[src/rtl/alu_mul_sequencer_pkg.sv]
// Shared definitions for the multi-cycle multiplier: ALU op codes, FSM states and widths.
package alu_mul_sequencer_pkg;

  localparam int XLEN  = 32;
  localparam int CNT_W = 5;

  typedef enum logic [2:0] {
    ALU_AND = 3'b000,
    ALU_OR  = 3'b001,
    ALU_ADD = 3'b010,
    ALU_SUB = 3'b110,
    ALU_SLT = 3'b111
  } alu_op_e;

  typedef enum logic [1:0] {
    S_IDLE = 2'b00,
    S_RUN  = 2'b01,
    S_DONE = 2'b10
  } state_e;

endpackage

[src/rtl/alu_ext_bit.sv]
// Rebuilds the 33rd bit of an ALU add/sub from operand and result MSBs.
// MUL_SIGNED_EN: true sign of the 33-bit result; otherwise: unsigned carry-out.
module alu_ext_bit
  import alu_mul_sequencer_pkg::*;
(
  input  logic    a31,
  input  logic    b31,
  input  logic    z31,
  input  alu_op_e op,
  output logic    ext
);

  logic bx;

  // The ALU inverts b internally for SUB, so the effective b MSB flips.
  assign bx = (op == ALU_SUB) ? ~b31 : b31;

`ifdef MUL_SIGNED_EN
  logic ovf;
  assign ovf = (a31 == bx) & (z31 != a31);
  assign ext = z31 ^ ovf;
`else
  assign ext = (a31 & bx) | ((a31 ^ bx) & ~z31);
`endif

endmodule

[src/rtl/alu_mul_sequencer.sv]
// 32x32->64 sequential multiplier driving an external combinational ALU, one step per cycle.
// MUL_SIGNED_EN selects radix-2 Booth (signed); default is unsigned shift-add.
module alu_mul_sequencer
  import alu_mul_sequencer_pkg::*;
(
  input  logic             clk,
  input  logic             rst_n,
  input  logic             start,
  input  logic [XLEN-1:0]  mcand,
  input  logic [XLEN-1:0]  mplier,
  output logic             busy,
  output logic             done,
  output logic [2*XLEN-1:0] product,
  output logic [XLEN-1:0]  alu_a,
  output logic [XLEN-1:0]  alu_b,
  output logic [2:0]       alu_op,
  input  logic [XLEN-1:0]  alu_z
);

  state_e            state, state_nxt;
  logic [CNT_W-1:0]  cnt;
  logic [XLEN-1:0]   hi, lo, mcand_r;
  logic [XLEN-1:0]   s, hi_nxt, lo_nxt;
  logic              use_z, ext, shin;
  alu_op_e           op;
`ifdef MUL_SIGNED_EN
  logic              q1;
`endif

  always_comb begin
    op    = ALU_ADD;
    use_z = 1'b0;
`ifdef MUL_SIGNED_EN
    if (state == S_RUN) begin
      case ({lo[0], q1})
        2'b10:   begin op = ALU_SUB; use_z = 1'b1; end
        2'b01:   use_z = 1'b1;
        default: use_z = 1'b0;
      endcase
    end
`else
    use_z = (state == S_RUN) & lo[0];
`endif
    s = use_z ? alu_z : hi;
`ifdef MUL_SIGNED_EN
    // No-op steps are a plain arithmetic shift of the accumulator.
    shin = use_z ? ext : hi[XLEN-1];
`else
    shin = use_z & ext;
`endif
    hi_nxt = {shin, s[XLEN-1:1]};
    lo_nxt = {s[0], lo[XLEN-1:1]};
  end

  alu_ext_bit u_ext (
    .a31 (hi[XLEN-1]),
    .b31 (mcand_r[XLEN-1]),
    .z31 (alu_z[XLEN-1]),
    .op  (op),
    .ext (ext)
  );

  assign alu_a  = hi;
  assign alu_b  = mcand_r;
  assign alu_op = op;
  assign busy   = (state == S_RUN);

  always_comb begin
    state_nxt = state;
    case (state)
      S_IDLE:  if (start) state_nxt = S_RUN;
      S_RUN:   if (cnt == CNT_W'(XLEN-1)) state_nxt = S_DONE;
      S_DONE:  state_nxt = S_IDLE;
      default: state_nxt = S_IDLE;
    endcase
  end

  always_ff @(posedge clk or negedge rst_n) begin
    if (!rst_n) state <= S_IDLE;
    else        state <= state_nxt;
  end

  always_ff @(posedge clk or negedge rst_n) begin
    if (!rst_n) begin
      hi      <= '0;
      lo      <= '0;
      mcand_r <= '0;
      cnt     <= '0;
      product <= '0;
      done    <= 1'b0;
`ifdef MUL_SIGNED_EN
      q1      <= 1'b0;
`endif
    end else begin
      // Registered pulse: asserted the cycle after the DONE state.
      done <= (state == S_DONE);
      case (state)
        S_IDLE: if (start) begin
          mcand_r <= mcand;
          lo      <= mplier;
          hi      <= '0;
          cnt     <= '0;
`ifdef MUL_SIGNED_EN
          q1      <= 1'b0;
`endif
        end
        S_RUN: begin
          hi  <= hi_nxt;
          lo  <= lo_nxt;
          cnt <= cnt + CNT_W'(1);
`ifdef MUL_SIGNED_EN
          q1  <= lo[0];
`endif
          if (cnt == CNT_W'(XLEN-1)) product <= {hi_nxt, lo_nxt};
        end
        default: ;
      endcase
    end
  end

endmodule

[config.mk]
export PLATFORM = sky130hd
export DESIGN_NAME = alu_mul_sequencer
export DESIGN_NICKNAME = d
export VERILOG_FILES = /design/src/rtl/alu_mul_sequencer_pkg.sv /design/src/rtl/alu_ext_bit.sv /design/src/rtl/alu_mul_sequencer.sv
export SDC_FILE = /design/constraint.sdc
export NUM_CORES = 1
export LEC_CHECK = 0
export ABC_AREA = 0
export BUFFER_PORTS_ARGS = -buffer_cell sky130_fd_sc_hd__clkbuf_2
export CAP_MARGIN = 20
export CORE_MARGIN = 5
export CORE_UTILIZATION = 40
export CTS_CLUSTER_DIAMETER = 100
export CTS_CLUSTER_SIZE = 14
export DETAILED_ROUTE_END_ITERATION = 16
export PLACE_DENSITY_LB_ADDON = 0.2
export SLEW_MARGIN = 10
export SYNTH_ARGS = -nofsm -noshare
export SYNTH_HDL_FRONTEND = slang
export SYNTH_SLANG_ARGS = --single-unit
[constraint.sdc]
create_clock -name clk -period 4.3 [get_ports clk]
set_input_delay 0.86 -clock clk [delete_from_list [all_inputs] [get_ports clk]]
set_output_delay 0.86 -clock clk [all_outputs]
set_load 0.1 [all_outputs]
Word level (Yosys, flattened, before mapping)
Index checks and enable logic that the tools add are counted.
- add/subtract/negate cells: 1
- eq/ne operators: 5
- mux-type cells: 10
- bitwise gates (word level): 7
- reduce and logical (&&, ||, !) cells: 6
- operators by type and width (operator ; count):
    32-bit case mux with 2 select lines ; 2
    32-bit 2-to-1 mux ; 3
    5-bit case mux with 2 select lines ; 1
    2-bit AND reduction ; 4
    5-bit by 1-bit adder with 5-bit output (second input constant) ; 1
    5-bit equality test (second input constant) ; 1
    5-bit 2-to-1 mux ; 1
    1-bit AND ; 4
    2-bit 2-to-1 mux ; 2
    2-bit case mux with 2 select lines ; 1
    2-bit by 1-bit equality test with 1-bit output (second input constant) ; 1
    2-bit equality test (second input constant) ; 1
    2-bit zero test ; 1
    2-bit by 1-bit != test with 1-bit output (second input constant) ; 1
    2-bit != test (second input constant) ; 1
    2-bit nonzero test ; 1
    1-bit inverter ; 1
    1-bit OR ; 1
    1-bit XOR ; 1
- bits in registers: 168
- bits of input ports: 99
- output and inout port bits: 133
- logic and storage cells: 36

Longest topological paths before layout
Gate-level depths: netlist (run 1).
- word-level depth: 5
- mapped depth: 9
- mapped depth without buffers: 6

By module
A second synthesis (run 1) with hierarchy kept.
- cells, all modules: 635
- area total of the unflattened synthesis: 6802.8 um^2
- modules (own cells, without submodules) (module ; instances ; cells each ; area an instance (um^2) ; sequential area each (um^2)):
    alu_mul_sequencer ; 1 ; 630 ; 6742.7 ; 4204.0
    alu_ext_bit ; 1 ; 5 ; 60.1 ; 0.0

Worst setup path before layout (run 1)
Ideal clock, no wire load.
- kind: register to output
- start point: register state[1]
- end point: output busy
- data arrival time: 1.355 ns
- required time: 3.440 ns
- path slack: 2.085 ns
- cell stages (with the launch flop): 4
- buffers on the path: 1
- path through: dfrtp_1 buf_2 nand2b_1 inv_1
- cells in the longest elaborated chain, start to end: 1
- ends and longest elaborated chain (element ; RTL line ; text):
    start: declaration ; alu_mul_sequencer.sv:20 ; state_e state, state_nxt;
    start signal: assignment ; alu_mul_sequencer.sv:80 ; else state <= state_nxt;
    2-bit by 1-bit equality test with 1-bit output ; alu_mul_sequencer.sv:66 ; assign busy = (state == S_RUN);
    end: declaration ; alu_mul_sequencer.sv:11 ; output logic busy,
No other way between the ends.

Worst setup path in the final report (run 1)
Same ends and word-level chain as after synthesis.

==> metrics.md, run 1 <==
| Metric | Value |
|---|---|
| Result of the run | `finished clean` |
| CP endpoint kind | `primary output` |
| Endpoint of the lowest-slack register-to-register path | `product[7]$_DFFE_PN0P_` |
| Reg-to-Reg Start | `cnt[0]$_DFFE_PN0P_` |
| Setup TNS | `0 ns` |
| Routed vias/inst | `5.07` |
| Clock-pin slew on the worst setup and hold paths | `0.06 ns` |
| Worst-margin pin slew | `1.07 ns` |
| Vertical die dimension | `141 um` |
| Number of non-filler instances in the completed layout | `1007` |
| Ranking of synthesized cells by area | `dfrtp_1 (61%), mux2_2 (10%), nand2_1 (5.4%), mux2i_1 (4.8%), o21ai_0 (4.6%)` |
| Combined area of all synthesized cells | `6850 sq um` |
| Post-Synth Simple-Gate Area | `6.68%` |
| Primary flip-flop cell chosen by synthesis mapping | `dfrtp_1` |
| I/O pins | `232` |
| Antenna Diode Count | `0` |
| Average wire per cell in the routed design | `around 17 um` |
| Worst-case setup margin in the final layout | `1.71 ns` |
| Depth of the most critical reg-to-reg path | `6` |
| Drt total wl | `16800 um` |
| Number of flops mapped to enable cells by yosys | `0` |
| # port buffers | `between 200 and 250` |
| Crit-path max FO | `7` |
| Cell count after synthesis | `566` |
| Residual DRC | `0` |
| HPWL after DPL | `11500 um` |
| TritonCTS Sinks | `168` |
| Number of nets in the layout | `876` |
| Number of fill cells | `1506` |
| Global placement routability congestion | `0.799` |
| Post-placement cell count | `975` |
| Period utilisation layout | `60.2%` |
| Worst reg2reg setup slack | `2.11 ns` |
| CTS root buf | `clkbuf_16` |
| Max Root-Sink Buffers | `2` |
| Share of async-settable or async-resettable flops after synthesis | `100%` |
| Final count of hold timing violations | `0` |
| Share of synthesized area occupied by flip-flops and latches | `61.3%` |
| Number of detailed-routing iterations run before antenna repair | `6` |
| Synthesized area per cell | `about 12 sq um` |
| Via count of the first global-routing pass | `5238` |
| Number of CTS-inserted buffers | `17` |
| Die span in x | `141 um` |
| Number of antenna violations at the first check in global routing | `0` |
| Share of the synthesized area in the top cell type | `61.3%` |
| Flip-flop and latch area | `4210 sq um` |
| Wire length of the first global-routing pass | `between 20000 and 30000 um` |
| Element type at the critical path start | `flop` |
| Shortest clock period the worst path allows after layout | `between 2 and 3 ns` |
| Compound-Gate Fraction of Synth Area | `between 10% and 20%` |
| Area of combinational cells with multiple inputs | `around 2400 sq um` |
| TritonCTS clock tree | `built` |
| Adder-cell area share of the yosys netlist | `less than 1%` |
| H-tree lvl count | `4` |
| Maximum clock frequency | `~390 MHz` |
| Die ar. | `19900 sq um` |
| Post-route clock skew | `around 0.0075 ns` |
| Post-synth top area cell | `dfrtp_1` |
| Flip-flop and latch count after synthesis | `between 150 and 200` |
| Slew Limit Fails | `0` |
| Pin count of the biggest net entering global routing | `between 90 and 100` |
| Resized Gates After CTS | `0` |
| Worst setup path class | `reg -> out` |
| Core Box Area | `16700 sq um` |
| Number of distinct library cells after synthesis | `31` |
| Arr. time, crit path | `1.73 ns` |
| Number of max-capacitance violations reported | `0` |
| Hold Crit Class | `in -> async` |
| Top cells by count, synth | `dfrtp_1 (168), nand2_1 (98), mux2_2 (63), o21ai_0 (63), mux2i_1 (33)` |
| Xor/xnor cell area share of the yosys netlist | `0%` |
| Fraction of layout instances using a drive strength above 1 | `42.3%` |
| Number of routed nets with antenna violations | `0` |
| Critical Path RT | `3.44 ns` |
| Largest family of logic cells by synthesized area | `multiplexers` |
| Relative slew slack | `28.8%` |
| Proportion of synthesized area in mux cells | `~15%` |
| Yosys warns | `0` |
| Unrepaired setup endpoints after global routing | `no` |
| Count of hold-fix buffers inserted at cts | `0` |
| Row cnt | `47` |
| Clock Latency Late Sink | `0.41 ns` |
| Initial standard-cell utilization of the core | `41.0%` |
| Signed area change from the synthesized netlist to the final layout | `26.4%` |
| First DRT Iteration DRCs | `240` |
| Most numerous cell in the Yosys netlist | `dfrtp_1` |
| Final setup violation count | `0` |
| Detailed-route via count | `5106` |
| Post-CTS Repair Setup Buffers | `0` |
| Grt ovf | `0` |
| Dpl ws | `1.87 ns` |
| Overall global routing resource usage | `between 10% and 20%` |
[layer usage]
metal / part of all wire, % / GRT usage, % / routed length, um / vias up
li1: - / - / - / 2413
met1: 43 / 22.7 / 7300 / 2496
met2: 48 / 27.3 / 8070 / 173
met3: 6.6 / 4.13 / 1110 / 24
met4: 2.1 / 6.94 / 348 / 0
met5: 0 / 0 / 0 / -
[worst max path at each step]
stage | start | to | slack [ns] | depth (start not counted)
CTS | state[1]$_DFFE_PN0P_ | busy | 1.68 | 3
floorplan | state[1]$_DFFE_PN0P_ | busy | 2.08 | 3
global route | state[1]$_DFFE_PN0P_ | busy | 1.61 | 3
global placement | start | lo[6]$_DFFE_PN0P_ | 1.89 | 4
detailed placement | start | alu_b[27]$_DFFE_PN0P_ | 1.87 | 4
finish | state[1]$_DFFE_PN0P_ | busy | 1.71 | 3
[critical path: stages (launching register included)]
cell and delay [ns]:
dfrtp_1 0.38, nand2b_2 0.18, inv_1 0.23, clkbuf_2 0.53
[flip-flops by register name, summed over array words and instances (netlist names)]
signal	cells
state	2
cnt	5
product	64
alu_a	32
done	1
alu_b	32
lo	32
[layout make-up]
| cell class | instances | share of cell area (%) |
|---|---|---|
| flip-flops and latches | 168 | 48.5 |
| multi-input cells | 348 | 27.5 |
| repair buffers | 236 | 14.3 |
| clock buffers | 24 | 5.68 |
| well taps | 220 | 3.18 |
| clock inverters | 8 | 0.737 |
| inverters | 3 | 0.130 |
[cell usage in the layout, fill, tap and decap left out, drive strengths merged, types with 4 or more instances in the layout]
| cell | count |
|---|---|
| a22oi | 30 |
| buf | 9 |
| clkbuf | 251 |
| clkinv | 5 |
| dfrtp | 168 |
| inv | 4 |
| mux2 | 63 |
| mux2i | 33 |
| nand2 | 98 |
| o21ai | 65 |
| o22ai | 31 |
[kinds of logic after synthesis]
family                     count (synthesis)
and+or+nand+nor                          111
DFF                                      168
AOI/OAI and AO/OA                        135
buffers and inverters                     51
other                                      2
muxes                                     96
adders and majority gates                  3
[stage by stage]
stage	util, %	hold WS (ns)	cell area, sq um
3_5_place_dp	48.5	0.473	8110
4_1_cts	51.9	0.487	8660
5_1_grt	51.9	0.510	8660
6_report	51.9	0.481	8660
2_1_floorplan	-	0.438	6860
3_3_place_gp	48.5	0.461	8100
Power of run 1 is left out: the tool's default activity adds up to more than one toggle a clock period on the data nets, which glitch-free logic cannot reach.
==> run 2: changes to the inputs <==
==> constraint.sdc (replaced) <==
create_clock -name clk -period 2.55 [get_ports clk]
set_input_delay 0.51 -clock clk [delete_from_list [all_inputs] [get_ports clk]]
set_output_delay 0.51 -clock clk [all_outputs]
set_load 0.1 [all_outputs]
==> run 2 against run 1 <==
Global-route usage grew 0.27 points. Cell count grew 0.40%. First-iteration DRC count grew 25%. Critical path depth is the same. Worst hold slack lost 0.42 ns. Wire length grew 0.81%. Highest routed layer unchanged.
==> metrics.md, run 2 (synthesis results as in run 1) <==
| Metric | Value |
|---|---|
| Post-route clock skew | `0.00748 ns (-0.0000330 ns)` |
| Detailed-route via count | `5075 (-0.61%)` |
| CP endpoint kind | `primary output` |
| Worst setup path class | `reg -> out` |
| Number of CTS-inserted buffers | `17 (unchanged)` |
| CTS root buf | `clkbuf_16` |
| TritonCTS clock tree | `built` |
| Number of antenna violations at the first check in global routing | `0 (unchanged)` |
| Count of hold-fix buffers inserted at cts | `0 (unchanged)` |
| Slew Limit Fails | `0 (unchanged)` |
| Commonest non-fill, non-tap cell in the layout | `clkbuf_2` |
| Worst-case setup margin in the final layout | `0.472 ns (-1.24 ns)` |
| Relative slew slack | `30.0% (+1.2 points)` |
| Clock Latency Late Sink | `0.42 ns (about the same)` |
| Maximum clock frequency | `between 400 and 500 MHz` |
| Residual DRC | `0 (unchanged)` |
| Number of routed nets with antenna violations | `0 (unchanged)` |
| CP startpoint | `state[1]$_DFFE_PN0P_` |
| Reg-to-Reg Start | `cnt[0]$_DFFE_PN0P_` |
| Crit-path max FO | `7 (unchanged)` |
| Hold Crit Class | `in -> async` |
| Worst-margin pin slew | `1.05 ns (-0.0192 ns)` |
| Period utilisation layout | `between 80% and 90%` |
| Via count of the first global-routing pass | `5355 (+2.2%)` |
| Average wire per cell in the routed design | `16.8 um (+0.41%)` |
| I/O pins | `232 (unchanged)` |
| Signed area change from the synthesized netlist to the final layout | `27.8%` |
| Row cnt | `47 (unchanged)` |
| Unrepaired setup endpoints after global routing | `no` |
| Post-route design area | `8760 sq um (+1.1%)` |
| Pin count of the biggest net entering global routing | `68 (-29%)` |
| First DRT Iteration DRCs | `301 (+25%)` |
| Max Root-Sink Buffers | `2 (unchanged)` |
| Shortest clock period the worst path allows after layout | `slightly above 2 ns` |
| Leading cell types in the layout, fill and taps excluded | `clkbuf_2 (226), dfrtp_1 (167), nand2_1 (98)` |
| Final setup violation count | `0 (unchanged)` |
| Grt ovf | `0 (unchanged)` |
| Resized Gates After CTS | `0 (unchanged)` |
| Number of max-capacitance violations reported | `0 (unchanged)` |
| Clock-pin slew on the worst setup and hold paths | `0.06 ns (about the same)` |
| Number of detailed-routing iterations run before antenna repair | `5 (-1)` |
| Core Box Area | `16700 sq um (unchanged)` |
| Fraction of layout instances using a drive strength above 1 | `43.0% (+0.67 points)` |
| TritonCTS Sinks | `168 (unchanged)` |
| Result of the run | `finished clean` |
| Vertical die dimension | `141 um (unchanged)` |
| Arr. time, crit path | `1.57 ns (-0.16 ns)` |
| Biggest register | `product` |
| Wire length of the first global-routing pass | `28000 um (+1.6%)` |
| Die span in x | `141 um (unchanged)` |
| # port buffers | `228 (unchanged)` |
| Post-CTS Repair Setup Buffers | `0 (unchanged)` |
| Final count of hold timing violations | `0 (unchanged)` |
| Antenna Diode Count | `0 (unchanged)` |
| H-tree lvl count | `4 (unchanged)` |
| Routed vias/inst | `5.02 (-1.0%)` |
| Initial standard-cell utilization of the core | `41.0% (unchanged)` |
| Number of nets in the layout | `880 (+0.46%)` |
| Die ar. | `19900 sq um (unchanged)` |
| Flip-flop count of the largest register after layout | `64 (unchanged)` |
| Setup TNS | `0 ns (unchanged)` |
| Placed Instance Area | `8170 sq um (+0.82%)` |
| Global placement routability congestion | `0.789 (-1.3%)` |
| Drt total wl | `17000 um (+0.81%)` |
| HPWL after DPL | `12000 um (+4.0%)` |
| Element type at the critical path start | `flop` |
| Dpl ws | `0.497 ns (-1.37 ns)` |
| Critical Path RT | `2.04 ns (-1.40 ns)` |
| Overall global routing resource usage | `17.4% (+0.27 points)` |
-- run 2: cell count changes in the layout (fill, tap and decap cells not counted), sizes merged --
cell / change
buf: +5
clkinv: +1
inv: +1
clkbuf: -5
clkinvlp: +1
bufinv: +1
-- run 2: path summary, 6_finish.rpt --
path	endpoint	slack (ns)	depth (start not counted)
min in group clk	alu_b[14]$_DFFE_PN0P_	0.32	2
worst max-delay path	busy	0.47	3
worst min-delay path	product[37]$_DFFE_PN0P_	0.06	1
worst min register to register	product[45]$_DFFE_PN0P_	0.48	2
worst max register to register	product[23]$_DFFE_PN0P_	0.51	6
max in group asynchronous	product[46]$_DFFE_PN0P_	1.74	2
-- run 2: critical path, cell delays in order (launching register included) --
cell and delay (ns):
dfrtp_1 0.45, nand2b_2 0.21, inv_1 0.27, buf_12 0.23
-- run 2: cell type report --
class,instances,area (sq um)
clock buffers,20,467
clock inverters,12,118
fillers,1550,7940
inverters,3,11.3
multi-input cells,348,2380
flip-flops and latches,168,4210
well taps,220,275
repair buffers,240,1300
-- run 2: routing by layer --
layer	wire length [um]	track usage [%]	vias up
li1	-	-	2414
met1	7640	24.0	2469
met2	7990	27.3	176
met3	1090	4.33	16
met4	245	5.51	0
met5	0	0	-
-- run 2: through the flow --
stage / hold WS (ns) / utilization, % / std cells
detailed placement: 0.473 / 48.9 / 979
global placement: 0.462 / 48.9 / 979
global route: 0.0995 / 52.4 / 1011
finish: 0.0629 / 52.4 / 1011
CTS: 0.0673 / 52.4 / 1011
floorplan: 0.214 / - / 567
Power of run 2 is left out for the same reason.
==> run 3: changes to the inputs <==
==> constraint.sdc (replaced) <==
create_clock -name clk -period 2.2 [get_ports clk]
set_input_delay 0.44 -clock clk [delete_from_list [all_inputs] [get_ports clk]]
set_output_delay 0.44 -clock clk [all_outputs]
set_load 0.1 [all_outputs]
==> run 3 against run 2 <==
Wire length increased by 0.29%. Worst hold slack got worse by 0.043 ns. First-iteration DRC count down 40%. Critical path depth stayed put. Sequential share of layout area decreased by 0.51 points. Die area did not move. Final area rose by 1.1%.
==> metrics.md, run 3 (synthesis results as in run 1) <==
| Metric | Value |
|---|---|
| Relative slew slack | `58.2% (+28 points)` |
| Final setup violation count | `0 (unchanged)` |
| Biggest register | `product` |
| Shortest clock period the worst path allows after layout | `1.98 ns` |
| Global placement routability congestion | `0.787 (-0.15%)` |
| Initial standard-cell utilization of the core | `41.0% (unchanged)` |
| Signed area change from the synthesized netlist to the final layout | `29.2%` |
| Routed vias/inst | `5.06 (+0.79%)` |
| Number of nets in the layout | `881 (+0.11%)` |
| H-tree lvl count | `4 (unchanged)` |
| TritonCTS Sinks | `168 (unchanged)` |
| Die ar. | `19900 sq um (unchanged)` |
| Result of the run | `finished clean` |
| Resized Gates After CTS | `0 (unchanged)` |
| Worst reg2reg setup slack | `0.26 ns (-0.25 ns)` |
| Post-CTS Repair Setup Buffers | `0 (unchanged)` |
| CP endpoint kind | `primary output` |
| Number of routed nets with antenna violations | `0 (unchanged)` |
| Core Box Area | `16700 sq um (unchanged)` |
| Unrepaired setup endpoints after global routing | `no` |
| Number of detailed-routing iterations run before antenna repair | `4 (-1)` |
| Post-Route Utilization | `53.0% (+0.56 points)` |
| I/O pins | `232 (unchanged)` |
| TritonCTS clock tree | `built` |
| Vertical die dimension | `141 um (unchanged)` |
| Setup TNS | `0 ns (unchanged)` |
| Number of max-capacitance violations reported | `0 (unchanged)` |
| First DRT Iteration DRCs | `180 (-40%)` |
| Crit-path max FO | `7 (unchanged)` |
| Number of antenna violations at the first check in global routing | `0 (unchanged)` |
| Post-route clock skew | `0.00915 ns (+0.00167 ns)` |
| Period utilisation layout | `90.1%` |
| Antenna Diode Count | `0 (unchanged)` |
| Arr. time, crit path | `1.54 ns (-0.03 ns)` |
| Overall global routing resource usage | `17.4% (-0.035 points)` |
| Max stage delay on crit path | `0.45 ns (about the same)` |
| CTS root buf | `clkbuf_16` |
| Via count of the first global-routing pass | `5447 (+1.7%)` |
| Pin count of the biggest net entering global routing | `67 (-1.5%)` |
| Drt total wl | `17000 um (+0.29%)` |
| Depth of the most critical reg-to-reg path | `6 (unchanged)` |
| Max Root-Sink Buffers | `2 (unchanged)` |
| Reg-to-Reg Start | `cnt[0]$_DFFE_PN0P_` |
| Cell-by-cell listing of the critical path | `nand2b_2 -> inv_1 -> buf_12` |
| Element type at the critical path start | `flop` |
| Wire length of the first global-routing pass | `27900 um (-0.37%)` |
| Clock Latency Late Sink | `0.41 ns (about the same)` |
| Flip-flop count of the largest register after layout | `64 (unchanged)` |
| Final count of hold timing violations | `0 (unchanged)` |
| Worst setup path class | `reg -> out` |
| Average wire per cell in the routed design | `16.8 um (+0.19%)` |
| Clock-pin slew on the worst setup and hold paths | `0.06 ns (about the same)` |
| Fraction of layout instances using a drive strength above 1 | `43.1% (+0.072 points)` |
| Worst-margin pin slew | `0.627 ns (-0.422 ns)` |
| Commonest non-fill, non-tap cell in the layout | `clkbuf_2` |
| Row cnt | `47 (unchanged)` |
| HPWL after DPL | `11900 um (-0.45%)` |
| Leading cell types in the layout, fill and taps excluded | `clkbuf_2 (226), dfrtp_1 (167), nand2_1 (98)` |
| Endpoint of the lowest-slack register-to-register path | `product[19]$_DFFE_PN0P_` |
| Number of CTS-inserted buffers | `17 (unchanged)` |
| Count of hold-fix buffers inserted at cts | `0 (unchanged)` |
| Grt ovf | `0 (unchanged)` |
| Maximum clock frequency | `504 MHz` |
| Die span in x | `141 um (unchanged)` |
| Hold Crit Class | `in -> async` |
| Slowest cell on the critical path | `dfrtp_1` |
| Critical Path RT | `1.76 ns (-0.28 ns)` |
| Detailed-route via count | `5120 (+0.89%)` |
| # port buffers | `228 (unchanged)` |
| Slew Limit Fails | `0 (unchanged)` |
| Residual DRC | `0 (unchanged)` |
-- run 3: worst max-delay path by stage --
| stage | start | to | slack [ns] |
|---|---|---|---|
| final | state[1]$_DFFE_PN0P_ | busy | 0.22 |
| after global routing | state[1]$_DFFE_PN0P_ | busy | 0.08 |
| after CTS | state[1]$_DFFE_PN0P_ | busy | 0.18 |
| after detailed placement | cnt[0]$_DFFE_PN0P_ | product[18]$_DFFE_PN0P_ | 0.26 |
| after global placement | cnt[0]$_DFFE_PN0P_ | product[24]$_DFFE_PN0P_ | 0.29 |
| after floorplan | cnt[0]$_DFFE_PN0P_ | product[10]$_DFFE_PN0P_ | 0.35 |
-- run 3: critical path, delay by kind of cell, from the launching register on --
kind	cells	cell delay, ns
buf+inv	2	0.47
flops	1	0.45
simple gates	1	0.21
-- run 3: per-layer routing --
| layer | global-route usage (%) | routed length (um) | vias to the layer above |
|---|---|---|---|
| met5 | 0 | 0 | - |
| met4 | 5.41 | 223 | 0 |
| met3 | 4.57 | 1000 | 15 |
| met2 | 28.3 | 8300 | 172 |
| met1 | 23.0 | 7500 | 2507 |
| li1 | - | - | 2426 |
-- run 3: cell type report --
class	count	area [sq um]
clock buffers	18	439
clock inverters	14	194
fillers	1506	7850
inverters	3	11.3
multi-input cells	348	2380
flip-flops and latches	168	4210
well taps	220	275
repair buffers	241	1350
-- run 3: per-stage QoR --
stage          setup slack [ns]  instances  instance area (sq um)  hold slack, ns
4_1_cts                   0.177       1012                   8850          0.0208
3_5_place_dp              0.261        980                   8220           0.473
6_report                  0.217       1012                   8850          0.0194
3_3_place_gp              0.295        980                   8220           0.460
2_1_floorplan             0.355        567                   6860           0.144
5_1_grt                  0.0844       1012                   8850          0.0532
Power of run 3 is left out for the same reason.
